--- src/rtl/multicycle_controller.sv ---
// RV32I multi-cycle control sequencer (FETCH/DECODE/EXECUTE/MEM/WRITEBACK); memory stalls on mem_ready.
// `define CTRL_TRAP_EN to trap illegal opcodes into a sticky TRAP state instead of retiring them as NOPs.
module multicycle_controller #(
    parameter int RETIRE_W = 32
) (
    input  logic                i_clk,
    input  logic                i_rst_n,
    input  logic [6:0]          i_opcode,
    input  logic [2:0]          i_funct3,
    input  logic                i_zero,
    input  logic                i_mem_ready,
    output logic                o_mem_req,
    output logic                o_mem_sel,
    output logic                o_mem_read,
    output logic                o_mem_write,
    output logic                o_ir_write,
    output logic                o_pc_write,
    output logic                o_pc_src,
    output logic                o_alu_src,
    output logic [1:0]          o_alu_op,
    output logic                o_reg_write,
    output logic                o_mem_to_reg,
    output logic [RETIRE_W-1:0] o_retired,
    output logic                o_illegal
);

    localparam logic [6:0] OP_R      = 7'b0110011;
    localparam logic [6:0] OP_I      = 7'b0010011;
    localparam logic [6:0] OP_LOAD   = 7'b0000011;
    localparam logic [6:0] OP_STORE  = 7'b0100011;
    localparam logic [6:0] OP_BRANCH = 7'b1100011;

    localparam logic [2:0] S_FETCH   = 3'd0;
    localparam logic [2:0] S_DECODE  = 3'd1;
    localparam logic [2:0] S_EXECUTE = 3'd2;
    localparam logic [2:0] S_MEM     = 3'd3;
    localparam logic [2:0] S_WB      = 3'd4;
`ifdef CTRL_TRAP_EN
    localparam logic [2:0] S_TRAP    = 3'd5;
`endif

    localparam logic [RETIRE_W-1:0] RETIRE_ONE = {{(RETIRE_W-1){1'b0}}, 1'b1};

    logic [2:0]          r_state;
    logic [6:0]          r_opcode;
    logic                r_br_ne;
    logic [RETIRE_W-1:0] r_retired;

    logic [2:0] w_next;
    logic       w_retire;
    logic       w_dec_legal;
    logic       w_is_r, w_is_i, w_is_load, w_is_store, w_is_branch;
    logic       w_mem_req, w_mem_sel, w_mem_read, w_mem_write;
    logic       w_ir_write, w_pc_write, w_pc_src, w_alu_src;
    logic [1:0] w_alu_op;
    logic       w_reg_write, w_mem_to_reg, w_illegal;

    // Legality is judged on the live IR in DECODE; later states only see latched copies.
    assign w_dec_legal = (i_opcode == OP_R) || (i_opcode == OP_I) ||
                         (i_opcode == OP_LOAD) || (i_opcode == OP_STORE) ||
                         ((i_opcode == OP_BRANCH) && (i_funct3[2:1] == 2'b00));

    assign w_is_r      = (r_opcode == OP_R);
    assign w_is_i      = (r_opcode == OP_I);
    assign w_is_load   = (r_opcode == OP_LOAD);
    assign w_is_store  = (r_opcode == OP_STORE);
    assign w_is_branch = (r_opcode == OP_BRANCH);

    always_comb begin
        w_next   = r_state;
        w_retire = 1'b0;
        case (r_state)
            S_FETCH: begin
                if (i_mem_ready) w_next = S_DECODE;
            end
            S_DECODE: begin
                if (w_dec_legal) begin
                    w_next = S_EXECUTE;
                end else begin
`ifdef CTRL_TRAP_EN
                    w_next = S_TRAP;
`else
                    w_next   = S_FETCH;
                    w_retire = 1'b1;
`endif
                end
            end
            S_EXECUTE: begin
                if (w_is_load || w_is_store) begin
                    w_next = S_MEM;
                end else if (w_is_branch) begin
                    w_next   = S_FETCH;
                    w_retire = 1'b1;
                end else begin
                    w_next = S_WB;
                end
            end
            S_MEM: begin
                if (i_mem_ready) begin
                    if (w_is_load) begin
                        w_next = S_WB;
                    end else begin
                        w_next   = S_FETCH;
                        w_retire = 1'b1;
                    end
                end
            end
            S_WB: begin
                w_next   = S_FETCH;
                w_retire = 1'b1;
            end
`ifdef CTRL_TRAP_EN
            S_TRAP: w_next = S_TRAP;
`endif
            default: w_next = S_FETCH;
        endcase
    end

    always_comb begin
        w_mem_req    = 1'b0;
        w_mem_sel    = 1'b0;
        w_mem_read   = 1'b0;
        w_mem_write  = 1'b0;
        w_ir_write   = 1'b0;
        w_pc_write   = 1'b0;
        w_pc_src     = 1'b0;
        w_alu_src    = 1'b0;
        w_alu_op     = 2'b00;
        w_reg_write  = 1'b0;
        w_mem_to_reg = 1'b0;
        w_illegal    = 1'b0;
        case (r_state)
            S_FETCH: begin
                w_mem_req  = 1'b1;
                w_ir_write = i_mem_ready;
                w_pc_write = i_mem_ready;
            end
            S_EXECUTE: begin
                if (w_is_r) begin
                    w_alu_op = 2'b10;
                end else if (w_is_i) begin
                    w_alu_src = 1'b1;
                    w_alu_op  = 2'b10;
                end else if (w_is_load || w_is_store) begin
                    w_alu_src = 1'b1;
                end else if (w_is_branch) begin
                    // BNE inverts the sense of the ALU zero flag.
                    w_alu_op   = 2'b01;
                    w_pc_write = i_zero ^ r_br_ne;
                    w_pc_src   = i_zero ^ r_br_ne;
                end
            end
            S_MEM: begin
                w_mem_req   = 1'b1;
                w_mem_sel   = 1'b1;
                w_mem_read  = w_is_load;
                w_mem_write = w_is_store;
            end
            S_WB: begin
                w_reg_write  = 1'b1;
                w_mem_to_reg = w_is_load;
            end
`ifdef CTRL_TRAP_EN
            S_TRAP: w_illegal = 1'b1;
`endif
            default: ;
        endcase
    end

    always_ff @(posedge i_clk or negedge i_rst_n) begin
        if (!i_rst_n) begin
            r_state   <= S_FETCH;
            r_opcode  <= 7'd0;
            r_br_ne   <= 1'b0;
            r_retired <= '0;
        end else begin
            r_state <= w_next;
            if (r_state == S_DECODE) begin
                r_opcode <= i_opcode;
                r_br_ne  <= i_funct3[0];
            end
            if (w_retire) r_retired <= r_retired + RETIRE_ONE;
        end
    end

    // Reset gates every control combinationally so an in-flight access drops the instant reset asserts.
    assign o_mem_req    = w_mem_req    & i_rst_n;
    assign o_mem_sel    = w_mem_sel    & i_rst_n;
    assign o_mem_read   = w_mem_read   & i_rst_n;
    assign o_mem_write  = w_mem_write  & i_rst_n;
    assign o_ir_write   = w_ir_write   & i_rst_n;
    assign o_pc_write   = w_pc_write   & i_rst_n;
    assign o_pc_src     = w_pc_src     & i_rst_n;
    assign o_alu_src    = w_alu_src    & i_rst_n;
    assign o_alu_op     = w_alu_op     & {2{i_rst_n}};
    assign o_reg_write  = w_reg_write  & i_rst_n;
    assign o_mem_to_reg = w_mem_to_reg & i_rst_n;
    assign o_illegal    = w_illegal    & i_rst_n;
    assign o_retired    = r_retired;

endmodule

--- config.mk ---
export PLATFORM = sky130hd
export DESIGN_NAME = multicycle_controller
export DESIGN_NICKNAME = d
export VERILOG_FILES = /design/src/rtl/multicycle_controller.sv
export SDC_FILE = /design/constraint.sdc
export NUM_CORES = 1
export LEC_CHECK = 0
export ABC_AREA = 1
export CAP_MARGIN = 10
export CORE_UTILIZATION = 52
export DETAILED_ROUTE_END_ITERATION = 8
export PLACE_DENSITY = 0.78
export RECOVER_POWER = 50
export SETUP_SLACK_MARGIN = 0.02
export SYNTH_ARGS = -nofsm -noshare
export SYNTH_HDL_FRONTEND = slang
export SYNTH_SLANG_ARGS = --single-unit
export TNS_END_PERCENT = 10
--- constraint.sdc ---
create_clock -name i_clk -period 1.85 [get_ports i_clk]
set_input_delay 0.37 -clock i_clk [delete_from_list [all_inputs] [get_ports i_clk]]
set_output_delay 0.37 -clock i_clk [all_outputs]
set_load 0.01 [all_outputs]
==> results of run 1 <==
-- per-stage QoR --
step                      setup TNS [ns]  hold slack, ns  total power, mW  setup slack, ns
after floorplan                        0          0.0744             1.42            0.204
after global placement            -0.709           0.365             1.70           -0.282
after detailed placement          -0.971           0.372             1.71           -0.341
after CTS                         -0.227          0.0605             2.60           -0.104
after global routing              -0.373          0.0775             2.71          -0.0633
final                                  0          0.0769             2.58          0.00527
-- path summary, 6_finish.rpt --
path	from	endpoint	depth (start not counted)
worst max-delay path	r_state[1]	o_pc_write	7
worst min-delay path	i_rst_n	r_br_ne	2
worst max register to register	o_retired[1]	o_retired[30]	10
worst min register to register	r_opcode[1]	r_opcode[1]	2
max in group asynchronous	i_rst_n	o_retired[30]	2
min in group i_clk	r_opcode[1]	r_opcode[1]	2
-- repair_timing --
action	in CTS	in global routing
hold buffers	0	0
setup buffers	2	1
pin swaps	0	6
gates resized for setup	35	10
endpoints found under the setup margin	12	11
-- placed cells by master, fill, tap and decap left out, drive strengths merged --
master	Yosys	final
a21oi	5	5
buf	7	34
bufinv	0	2
clkbuf	1	7
clkdlybuf4s15	0	1
clkdlybuf4s50	0	44
conb	1	1
dfrtp	43	43
dlygate4sd2	0	3
ha	1	1
inv	39	39
nand2	231	231
nand3	24	24
nand3b	1	1
nor2	69	69
nor3	4	4
nor4	1	1
o211ai	1	1
o21ai	5	5
or2	1	1
xnor2	6	6
xor2	10	10
-- per-layer routing --
metal  routed length (um)  vias to the layer above  track usage [%]
met5                    0                        -                0
met4                  214                        0             11.2
met3                  277                       18             3.71
met2                 3920                       91             53.5
met1                 3450                     1382             36.0
li1                     -                     1518                -
-- registers in the layout, summed over array words and instances (netlist names) --
register / count
o_retired: 32
r_br_ne: 1
r_opcode: 7
r_state: 3
-- where the power goes --
| group | switching [mW] | internal, mW | total [mW] |
|---|---|---|---|
| sequential | 0.0953 | 1.02 | 1.12 |
| clock | 0.344 | 0.540 | 0.884 |
| combinational | 0.311 | 0.273 | 0.585 |
| total | 0.750 | 1.83 | 2.58 |
-- worst max-delay path: cells and delay by family, from the launching register on --
| kind | cells | cell delay, ns |
|---|---|---|
| and+or+nand+nor | 5 | 0.50 |
| DFF | 1 | 0.40 |
| buffers and inverters | 2 | 0.28 |
-- logic make-up (layout without fill, tap and decap cells) --
logic type                 after synthesis  after routing
AOI/OAI and AO/OA                       11             11
xor gates and xnor gates                16             16
adders and majority gates                1              1
DFF                                     43             43
buffers and inverters                   47            130
and+or+nand+nor                        331            331
other                                    1              1
-- cell type report --
cell class	count	area, um^2	share of cell area [%]
Timing Repair Buffer	83	754	19.9
Tap cell	70	87.6	2.31
Sequential cell	43	1080	28.3
Clock buffer	6	72.6	1.91
Clock inverter	2	60.1	1.58
Multi-Input combinational cell	360	1600	42.1
Inverter	39	146	3.86
==> impl_metrics.csv, run 1 <==
group,metric,value,unit
logic_synthesis,ys_seq_elements,43,
run_status,outcome,"complete, no violations",
logic_synthesis,synth_top_family_by_area,"simple AND/OR/NAND/NOR gates",
routing,dr.pass1.iters,5,
floorplan,dieArea,5800,um^2
floorplan,start_util,55.0,%
pwr,leakage,1.86,nW
setup_path,crit_path_end_kind,"output pin",
cts,clock-sinks,43,
sta,setup_viol_count_final,0,
placement,gp_congestion,0.877,
cts,cts_buffer_depth,2,
floorplan,rows,26,
final_layout,final_area,3800,um^2
global_routing,gr-total-overflow,0,
cts,cts_made_buffers,5,
placement,post-place-cells,592,
logic_synthesis,synthXorXnorAreaFrac,4.90,%
routing,drt_iter0_drc,188,
global_routing,grt_pass1_wl,13600,um
floorplan,die_w,76.2,um
sta,max_freq,542,MHz
logic_synthesis,synth-simple-area-share,47.7,%
placement,placed_area,3660,um^2
setup_path,crit_type,"flip-flop to output pin",
logic_synthesis,synth_cell_types,25,
routing,wl_per_cell,13.0,um
logic_synthesis,ys_warn_count,0,
setup_path,rrSetupSlack,0.19,ns
sta,slew_viol_final,0,
final_layout,nNetsFinal,547,
sta,skew,0.00607,ns
global_routing,grt_pass1_vias,3034,
final_layout,diodes,0,
setup_path,cpPeakStageDelay,0.40,ns
logic_synthesis,synth_ff_type,"dfrtp_1",
global_routing,grtUsageTotal,29.7,%
final_layout,instances_no_fill,603,
cts,clk_pin_slew,0.08,ns
logic_synthesis,yosysTopAreaCellShare,37.6,%
floorplan,io_pins,59,
cts,h-tree-depth,2,
logic_synthesis,synth-compound-area-share,2.01,%
pwr,power_density,680,nW/um^2
setup_path,cp.required,1.48,ns
setup_path,crit_path_max_fanout,3,
flow_run,maxCapViolCount,0,
setup_path,startpoint_type,"flip-flop",
logic_synthesis,syn_area_per_cell,6.36,um^2
final_layout,fillers,451,
logic_synthesis,syn-cell-area,2860,um^2
floorplan,coreArea,5200,um^2
routing,drtAntennaViolNets,0,
final_layout,drive_gt1_share,13.7,%
logic_synthesis,seq_area_frac_synth,37.6,%
logic_synthesis,synth_top_cells_by_count,"nand2_1, nor2_1, dfrtp_1",
sta,fin_crit,1.84,ns
routing,drc_errors,0,
final_layout,final_util,73.0,%
routing,routed_wl,7860,um
logic_synthesis,synth-async-reset-ratio,100,%
sta,rsz0062_at_grt,"yes",
placement,port_buffers,57,
logic_synthesis,synthMuxAreaShare,0,%
routing,routed_via_density,4.99,
logic_synthesis,synth_fa_ha_area_share,0.437,%
logic_synthesis,post-synth-top-count-cell,"nand2_1",
logic_synthesis,synthTopCellsByArea,"dfrtp_1, nand2_1, nor2_1",
routing,dr_total_vias,3009,
logic_synthesis,syn_nets,465,
setup_path,slowest_stage,"dfrtp_1",
global_routing,antenna_found_initial,0,
logic_synthesis,yosys.area.top_type,"dfrtp_1",
setup_path,arrival,1.47,ns
pwr,vdd_drop_max,0.394,mV
placement,place_hpwl,5990,um
sta,worst_pin_slew,0.508,ns
final_layout,syn_to_final_growth,32.8,%
logic_synthesis,syn_inst,450,
logic_synthesis,synth_edf_count,0,
sta,fin_crit_sh,99.7,%
hold_path,hold_class,"input port to async pin",
sta,timing.slew.headroom,66.1,%
sta,hold_viol,0,
floorplan,die_h,76.2,um
global_routing,grt_max_degree,40,
cts,cts_tree,"done",
setup_path,worstPathCellList,"buf_4 > nand2_1 > nor2_4 > nand2_2 > nor3_2 > or2_1 > buf_2",
cts,cts_root_buffer,"clkbuf_8",
cts,clkLatencyLatePin,0.30,ns
Power figures use the tool's default switching activity.
==> inputs of run 2 (changes only) <==
--- a/config.mk
+++ b/config.mk
@@ -7,8 +7,11 @@
 export LEC_CHECK = 0
 export ABC_AREA = 1
 export CAP_MARGIN = 10
+export CORE_ASPECT_RATIO = 0.6
+export CORE_MARGIN = 4
 export CORE_UTILIZATION = 52
 export DETAILED_ROUTE_END_ITERATION = 8
+export GPL_TIMING_DRIVEN = 0
 export PLACE_DENSITY = 0.78
 export RECOVER_POWER = 50
 export SETUP_SLACK_MARGIN = 0.02
==> impl_metrics.csv, run 2 (same netlist as run 1, synthesis figures left out) <==
group,metric,value,unit
final_layout,nNetsFinal,537,
floorplan,start_util,55.2,%
pwr,internal_power,1.82,mW
setup_path,worst-r2r-cell-count,9,
floorplan,rows,20,
final_layout,layout_commonest_cell,"nand2_1",
pwr,p_total,2.60,mW
sta,hold_viol,0,
run_status,violations,"setup timing",
floorplan,io_pins,59,
placement,post-place-cells,574,
setup_path,worstReg2RegEnd,"o_retired[15]",
cts,cts_root_buffer,"clkbuf_8",
global_routing,grt_pass1_wl,14200,um
cts,cts_tree,"done",
pwr,leakage,1.84,nW
global_routing,gr-total-overflow,0,
placement,post-place-ws,-0.654,ns
pwr,seqPwrFrac,43.8,%
setup_path,rrSetupSlack,0.09,ns
setup_path,arrival,1.53,ns
routing,drt_iter0_drc,211,
sta,fin_crit_sh,103,%
sta,setup_viol_count_final,3,
final_layout,final_area,3770,um^2
pwr,vdd_drop_max,0.473,mV
final_layout,final_util,72.9,%
final_layout,layout.area.seq,1080,um^2
setup_path,slowest_stage,"clkdlybuf4s50_1",
setup_path,startpoint_type,"input port",
floorplan,coreArea,5180,um^2
final_layout,diodes,0,
setup_path,crit_type,"input port to output pin",
final_layout,syn_to_final_growth,32.0,%
pwr,switching_share,30.3,%
sta,timing.slew.headroom,40.8,%
cts,cts_buffer_depth,2,
placement,placed_area,3530,um^2
final_layout,fillers,462,
final_layout,instances_no_fill,589,
setup_path,r2r-start,"r_state[2]",
setup_path,cpPeakStageDelay,0.41,ns
setup_path,crit_path_max_fanout,2,
floorplan,die_h,65.5,um
sta,rsz0062_at_grt,"yes",
sta,slew_viol_final,0,
routing,wl_per_cell,14.2,um
final_layout,multi_input_area,1660,um^2
cts,h-tree-depth,2,
global_routing,grt_max_degree,26,
cts,clkLatencyLatePin,0.30,ns
setup_path,path_buf_inv,2,
flow_run,maxCapViolCount,0,
global_routing,grtUsageTotal,26.0,%
placement,port_buffers,57,
sta,worst_slack,-0.0508,ns
routing,drc_errors,0,
routing,routed_wl,8370,um
floorplan,dieArea,6790,um^2
sta,whs,0.149,ns
sta,max_freq,526,MHz
sta,skew,0.00777,ns
pwr,power_density,690,nW/um^2
run_status,outcome,"finished, violations left",
routing,dr.pass1.iters,5,
hold_path,hold_class,"input port to async pin",
global_routing,antenna_found_initial,0,
placement,gp_congestion,0.915,
sta,fin_crit,1.90,ns
cts,clock-sinks,43,
setup_path,path_delay_family,"buffers and inverters",
pwr,p_switching,0.790,mW
routing,dr_total_vias,3010,
placement,place_hpwl,6420,um
global_routing,grt_pass1_vias,2826,
final_layout,final_cell_mix,"nand2_1, nor2_1, clkdlybuf4s50_1",
setup_path,crit_path_end_kind,"output pin",
final_layout,largest_reg_flops,32,
setup_path,cp.required,1.48,ns
sta,finalSetupTns,-0.0852,ns
cts,clk_pin_slew,0.09,ns
sta,worst_pin_slew,0.885,ns
routing,drtAntennaViolNets,0,
cts,cts_made_buffers,5,
setup_path,worstPathCellList,"clkdlybuf4s50_1 > xnor2_1 > nor3_4 > or2_1 > buf_2",
pwr,pwr-share-comb,21.9,%
final_layout,drive_gt1_share,14.0,%
routing,routed_via_density,5.11,
floorplan,die_w,104,um
pwr,power_frac_clock,34.3,%
run 2: how the worst max path moves through the flow:
stage,start,endpoint,slack [ns],cells past startpoint
after floorplan,r_state[2],o_pc_write,0.20,6
after global placement,i_rst_n,o_mem_write,-2.21,4
after detailed placement,i_rst_n,o_pc_write,-0.65,6
after CTS,r_state[2],o_pc_write,-0.18,7
after global routing,r_opcode[4],o_pc_write,-0.16,7
final,i_zero,o_pc_write,-0.05,5
run 2: final cells by class:
type	instances	share of cell area (%)
Buffer	8	1.59
Clock buffer	5	1.82
Clock inverter	3	1.79
Inverter	39	3.88
Multi-Input combinational cell	360	44.0
Sequential cell	43	28.6
Tap cell	66	2.19
Timing Repair Buffer	65	16.2
run 2: power groups by stage:
stage / sequential [mW] / clock, mW / combinational, mW
floorplan: 1.15 / 0 / 0.275
global placement: 1.14 / 0 / 0.512
detailed placement: 1.15 / 0 / 0.533
CTS: 1.13 / 0.889 / 0.545
global route: 1.15 / 0.939 / 0.630
finish: 1.14 / 0.893 / 0.571
run 2: metal layers:
| metal | share of wire (%) | GRT usage, % | vias to the layer above |
|---|---|---|---|
| met2 | 41 | 37.3 | 118 |
| met3 | 7.7 | 5.59 | 10 |
| met1 | 50 | 40.2 | 1374 |
| li1 | - | - | 1508 |
| met4 | 0.68 | 4.64 | 0 |
| met5 | 0 | 0 | - |
run 2: repair_timing:
action	in CTS	in global routing
hold buffers	1	0
gates resized for setup	34	28
pin swaps	1	9
endpoints found under the hold margin	20	0
setup buffers	3	3
setup endpoints to repair	12	41
run 2: worst reg2reg max path: cells and delay by family, from the launching register on:
kind | cells | cell delay (ns)
buf+inv | 3 | 0.56
flops | 1 | 0.40
simple gates | 6 | 0.73
==> inputs of run 3 (changes only) <==
--- a/config.mk
+++ b/config.mk
@@ -5,11 +5,10 @@
 export SDC_FILE = /design/constraint.sdc
 export NUM_CORES = 1
 export LEC_CHECK = 0
-export ABC_AREA = 1
 export CAP_MARGIN = 10
 export CORE_ASPECT_RATIO = 0.6
 export CORE_MARGIN = 4
-export CORE_UTILIZATION = 52
+export CORE_UTILIZATION = 50
 export DETAILED_ROUTE_END_ITERATION = 8
 export GPL_TIMING_DRIVEN = 0
 export PLACE_DENSITY = 0.78
==> impl_metrics.csv, run 3 <==
group,metric,value,unit
placement,port_buffers,57,
global_routing,grtUsageTotal,24.1,%
placement,gp_congestion,0.863,
floorplan,coreArea,4640,um^2
sta,worst_pin_slew,1.02,ns
cts,h-tree-depth,2,
pwr,power_density,930,nW/um^2
hold_path,hold_depth,2,
cts,cts_made_buffers,5,
sta,fin_crit_sh,114,%
flow_run,maxCapViolCount,0,
global_routing,grt_max_degree,22,
floorplan,dieArea,6080,um^2
logic_synthesis,yosys.area.top_type,"dfrtp_1",
logic_synthesis,post-synth-top-count-cell,"dfrtp_1",
logic_synthesis,seq_area_frac_synth,44.3,%
final_layout,syn_to_final_growth,51.3,%
setup_path,worst-r2r-cell-count,8,
sta,worst_slack,-0.256,ns
final_layout,nNetsFinal,331,
run_status,violations,"setup timing",
floorplan,io_pins,59,
hold_path,min_to,"r_opcode[2]",
global_routing,grt_pass1_wl,11100,um
routing,routed_wl,7480,um
pwr,p_total,3.42,mW
global_routing,grt_pass1_vias,2118,
final_layout,layout_commonest_cell,"dfrtp_1",
logic_synthesis,synth_top_cells_by_count,"dfrtp_1, xor2_1, nand2_1",
routing,dr_total_vias,2254,
setup_path,arrival,2.32,ns
sta,hold_viol,0,
cts,clock-sinks,43,
setup_path,startpoint_type,"flip-flop",
sta,skew,0.00414,ns
floorplan,start_util,52.4,%
floorplan,die_h,62,um
cts,clkLatencyLatePin,0.29,ns
logic_synthesis,synth_edf_count,0,
logic_synthesis,synthTopCellsByArea,"dfrtp_1, xor2_1, a2111oi_2",
run_status,outcome,"finished, violations left",
logic_synthesis,synth_cell_types,48,
final_layout,final_util,79.3,%
logic_synthesis,syn_inst,231,
pwr,vdd_drop_max,0.815,mV
sta,setup_viol_count_final,41,
logic_synthesis,yosysTopAreaCellShare,44.3,%
logic_synthesis,ys_warn_count,0,
sta,fin_crit,2.11,ns
logic_synthesis,syn-cell-area,2430,um^2
sta,whs,0.352,ns
setup_path,crit_type,"flip-flop to flip-flop",
cts,cts_buffer_depth,2,
hold_path,min_from,"i_opcode[2]",
final_layout,fillers,294,
routing,dr.pass1.iters,5,
routing,routed_via_density,5.95,
floorplan,die_w,98.0,um
setup_path,crit_path_max_fanout,5,
final_layout,drive_gt1_share,34.2,%
cts,cts_tree,"done",
logic_synthesis,syn_area_per_cell,10.5,um^2
final_layout,largest_reg_flops,32,
final_layout,diodes,0,
setup_path,rrSetupSlack,-0.26,ns
floorplan,rows,19,
placement,place_hpwl,4590,um
global_routing,gr-total-overflow,0,
logic_synthesis,synth_ff_type,"dfrtp_1",
sta,timing.slew.headroom,31.6,%
setup_path,r2r-start,"r_state[2]",
hold_path,hold_class,"input port to flip-flop",
logic_synthesis,synth-async-reset-ratio,100,%
placement,post-place-ws,-0.744,ns
final_layout,final_cell_mix,"dfrtp_1, clkdlybuf4s50_1, xor2_1",
cts,clk_pin_slew,0.08,ns
setup_path,crit_path_end_kind,"flip-flop",
global_routing,antenna_found_initial,0,
sta,slew_viol_final,0,
setup_path,cp.required,2.06,ns
routing,wl_per_cell,19.7,um
routing,drc_errors,0,
setup_path,worstReg2RegEnd,"o_retired[28]",
sta,max_freq,475,MHz
sta,rsz0062_at_grt,"yes",
placement,placed_area,3120,um^2
cts,cts_root_buffer,"clkbuf_8",
logic_synthesis,ys_seq_elements,43,
routing,drtAntennaViolNets,0,
routing,drt_iter0_drc,241,
pwr,leakage,1.45,nW
logic_synthesis,syn_nets,246,
final_layout,final_area,3680,um^2
run 3: logic make-up (layout without fill, tap and decap cells):
| family | Yosys count | in the layout | synth area share (%) |
|---|---|---|---|
| simple gates | 83 | 83 | 19.4 |
| flops | 43 | 43 | 44.3 |
| compound gates | 40 | 40 | 15.1 |
| xor+xnor | 33 | 33 | 11.9 |
| buf+inv | 21 | 106 | 4.43 |
| mux | 9 | 9 | 4.17 |
| fa+ha+maj | 1 | 1 | 0.515 |
| other cells | 1 | 1 | 0.154 |
run 3: worst max-delay path: stages (launching register included):
cell	delay, ns
dfrtp_1	0.41
buf_6	0.14
buf_6	0.12
xnor2_1	0.12
or3_4	0.36
buf_12	0.15
buf_12	0.13
a2111oi_4	0.38
xor2_1	0.19
run 3: power breakdown:
part	leakage (nW)	internal (mW)	switching, mW
registers	0.455	1.15	0.318
logic	0.946	0.676	0.667
clock network	0.0470	0.293	0.319
run 3: worst max-delay path by stage:
stage / startpoint / to
after CTS: r_opcode[3] / o_pc_write
after floorplan: i_opcode[4] / o_retired[1]
final: r_state[2] / o_retired[28]
after global routing: r_opcode[2] / o_pc_write
after detailed placement: i_opcode[0] / o_retired[24]
after global placement: i_rst_n / o_pc_write
run 3: final cells by class:
cell class / instances / area [um^2] / share of cell area (%)
Buffer: 11 / 130 / 3.54
Clock inverter: 1 / 5.00 / 0.136
Sequential cell: 43 / 1080 / 29.5
Clock buffer: 6 / 82.6 / 2.25
Tap cell: 63 / 78.8 / 2.14
Inverter: 7 / 28.8 / 0.783
Multi-Input combinational cell: 167 / 1490 / 40.6
Timing Repair Buffer: 81 / 773 / 21.0
run 3: layer usage:
layer  wire, um  vias to the layer above  global-route usage, %
li1           -                     1013                      -
met1       3500                     1115                   35.3
met2       3300                      114                   36.1
met3        575                       12                   5.80
met4        104                        0                   6.90
met5          0                        -                      0
run 3: through the flow:
stage / cells / TNS, ns
after global routing: 379 / -10.29
after floorplan: 231 / -0.676
final: 379 / -6.77
after detailed placement: 352 / -27.71
after CTS: 373 / -6.81
after global placement: 351 / -81.57
run 3: timing repair:
action | 4_1_cts | 5_1_grt
hold buffers | 3 | 0
setup endpoints to repair | 44 | 52
setup buffers | 13 | 7
pin swaps | 12 | 14
hold endpoints to repair | 21 | 0
gates resized for setup | 94 | 35
==> RTL change (flow settings as in run 3) <==
Build with the macro `CTRL_TRAP_EN` defined.
--- a/src/rtl/multicycle_controller.sv
+++ b/src/rtl/multicycle_controller.sv
@@ -1,5 +1,7 @@
 // RV32I multi-cycle control sequencer (FETCH/DECODE/EXECUTE/MEM/WRITEBACK); memory stalls on mem_ready.
 // `define CTRL_TRAP_EN to trap illegal opcodes into a sticky TRAP state instead of retiring them as NOPs.
+`define CTRL_TRAP_EN
+
 module multicycle_controller #(
     parameter int RETIRE_W = 32
 ) (
Behaviour: not the same (a bounded check fails within 4 cycles, from zero or initial values and one cycle with i_rst_n low).
==> RTL change against run 3 <==
  * The run still ends with setup timing left
  * Power decreased by 3.0%
  * Cell area down 11%
  * First-iteration DRC count shrank 72%
  * Utilization fell by 2.4 points
  * Wire length shrank 27%
  * Setup slack lost 3.7 ps
  * Area after synthesis shrank 5.9%
  * Sequential cell count unchanged
  * Critical path type is now flip-flop to primary output
  * Largest cell class unchanged
  * Largest power group unchanged
==> RTL change: results (changes against run 3) <==
* Final clock skew at 6.48 ps (+2.34 ps)
* Pin count of the biggest net entering global routing at 20 (-9.1%)
* Global-route usage over all layers at 20.2% (-3.9 points)
* Crit-path leading delay family: simple AND/OR/NAND/NOR gates
* Synth area leaders: dfrtp_1, xor2_1, xnor2_1
* Min-Delay Path Class: input port to asynchronous set/reset pin
* Worst Hold Slack at 25.5 ps (-327 ps)
* Unique masters post-synth at 42 (-13%)
* Sequential share of power at 39.1% (-3.7 points)
* Layout cell share with drive strength beyond 1 at 27.6% (-6.6 points)
* Post-CTS Setup Repair Bufs at 3 (-10)
* Placed cells at 331 (-6.0%)
* Final setup vio count at 28 (-32%)
* Post-synthesis sequential area ratio at 47.0% (+2.8 points)
* Place WS at -881 ps (-137 ps)
* Resize count post-CTS at 61 (-35%)
* DR iter-0 viols at 67 (-72%)
* Wire length per cell at 15.6 µm (-21%)
* Slew margin rel. at 33.1% (+1.5 points)
* Failing checks: setup timing
* Outcome: finished, violations left
* DR pass1 iterations at 4 (-1)
* CP Capture Point: o_pc_write
* Worst Setup Path Type: flip-flop to primary output
* R2R setup slack at -130 ps (+130 ps)
* Root buf cell: clkbuf_8
* First-pass GRT wire length at 8870 µm (-20%)
* FF-to-FF path depth at 7 (-1)
* Placed inst area at 2990 µm² (-4.3%)
* Hold Buf Count CTS at 1 (-2)
* Overall routed net length at 5460 µm (-27%)
* Leakage power at 1.43 nW (-1.1%)
* Mapped Cells at 212 (-8.2%)
* Total power at 0.00332 W (-3.0%)
* Net Count, Synth at 227 (-7.7%)
* CP max FO at 4 (-1)
* Final TNS setup at -2550 ps (+4210 ps)
* M3 GR Usage at 5.33% (-0.47 points)
* Drt via density at 5.34 (-10%)
* Top post-synthesis cells by count: dfrtp_1, nand2_1, nor2_1, xor2_1, xnor2_1
* Net switching power at 0.00105 W (-20%)
* CP peak stage delay at 380 ps (-30 ps)
* Vias in the first global route at 1749 (-17%)
* Worst-case vdd ir drop at 768 µV (-5.7%)
* FF-to-FF End: o_retired[23]
* PnR worst setup slack at -260 ps (-3.74 ps)
* Met1 usage at 30.9% (-4.3 points)
* Hpwl dp at 3780 µm (-18%)
* Global routing usage on met2 at 29.0% (-7.1 points)
* Met3 wire length at 362 µm (-37%)
* FF-to-FF Start: r_state[0]
* Top Metal Used: met4
* Clk. pwr at 0.000862 W (+41%)
* Layout Nets at 304 (-8.2%)
-- RTL change: cell count changes after synthesis, moves of 5 or more --
cell / run 3 / this run
nor2_1: 13 / 18
nand2_1: 16 / 21
nor3_1: 3 / 10
xnor2_1: 5 / 15
a21oi_1: 10 / 1
a2111oi_2: 6 / 0
nand3_1: 13 / 8
a211oi_1: 11 / 0
xor2_1: 28 / 18
nand4_1: 5 / 10
-- RTL change: cells by family after synthesis --
logic type                 count (synthesis)  share of synthesized area, %
buffers and inverters                     11                          3.17
and+or+nand+nor                          103                          27.4
muxes                                      9                          4.38
adders and majority gates                  1                         0.547
xor gates and xnor gates                  33                          12.6
AOI/OAI and AO/OA                         12                          4.87
DFF                                       43                          47.0
-- RTL change: final cells by class --
cell class / instances / area (µm²)
plain buffers: 6 / 60.1
clock buffers: 6 / 72.6
inverters: 5 / 18.8
clock inverters: 2 / 60.1
multi-input cells: 158 / 1270
well taps: 60 / 75.1
repair buffers: 70 / 634
fillers: 282 / 983
flip-flops and latches: 43 / 1080
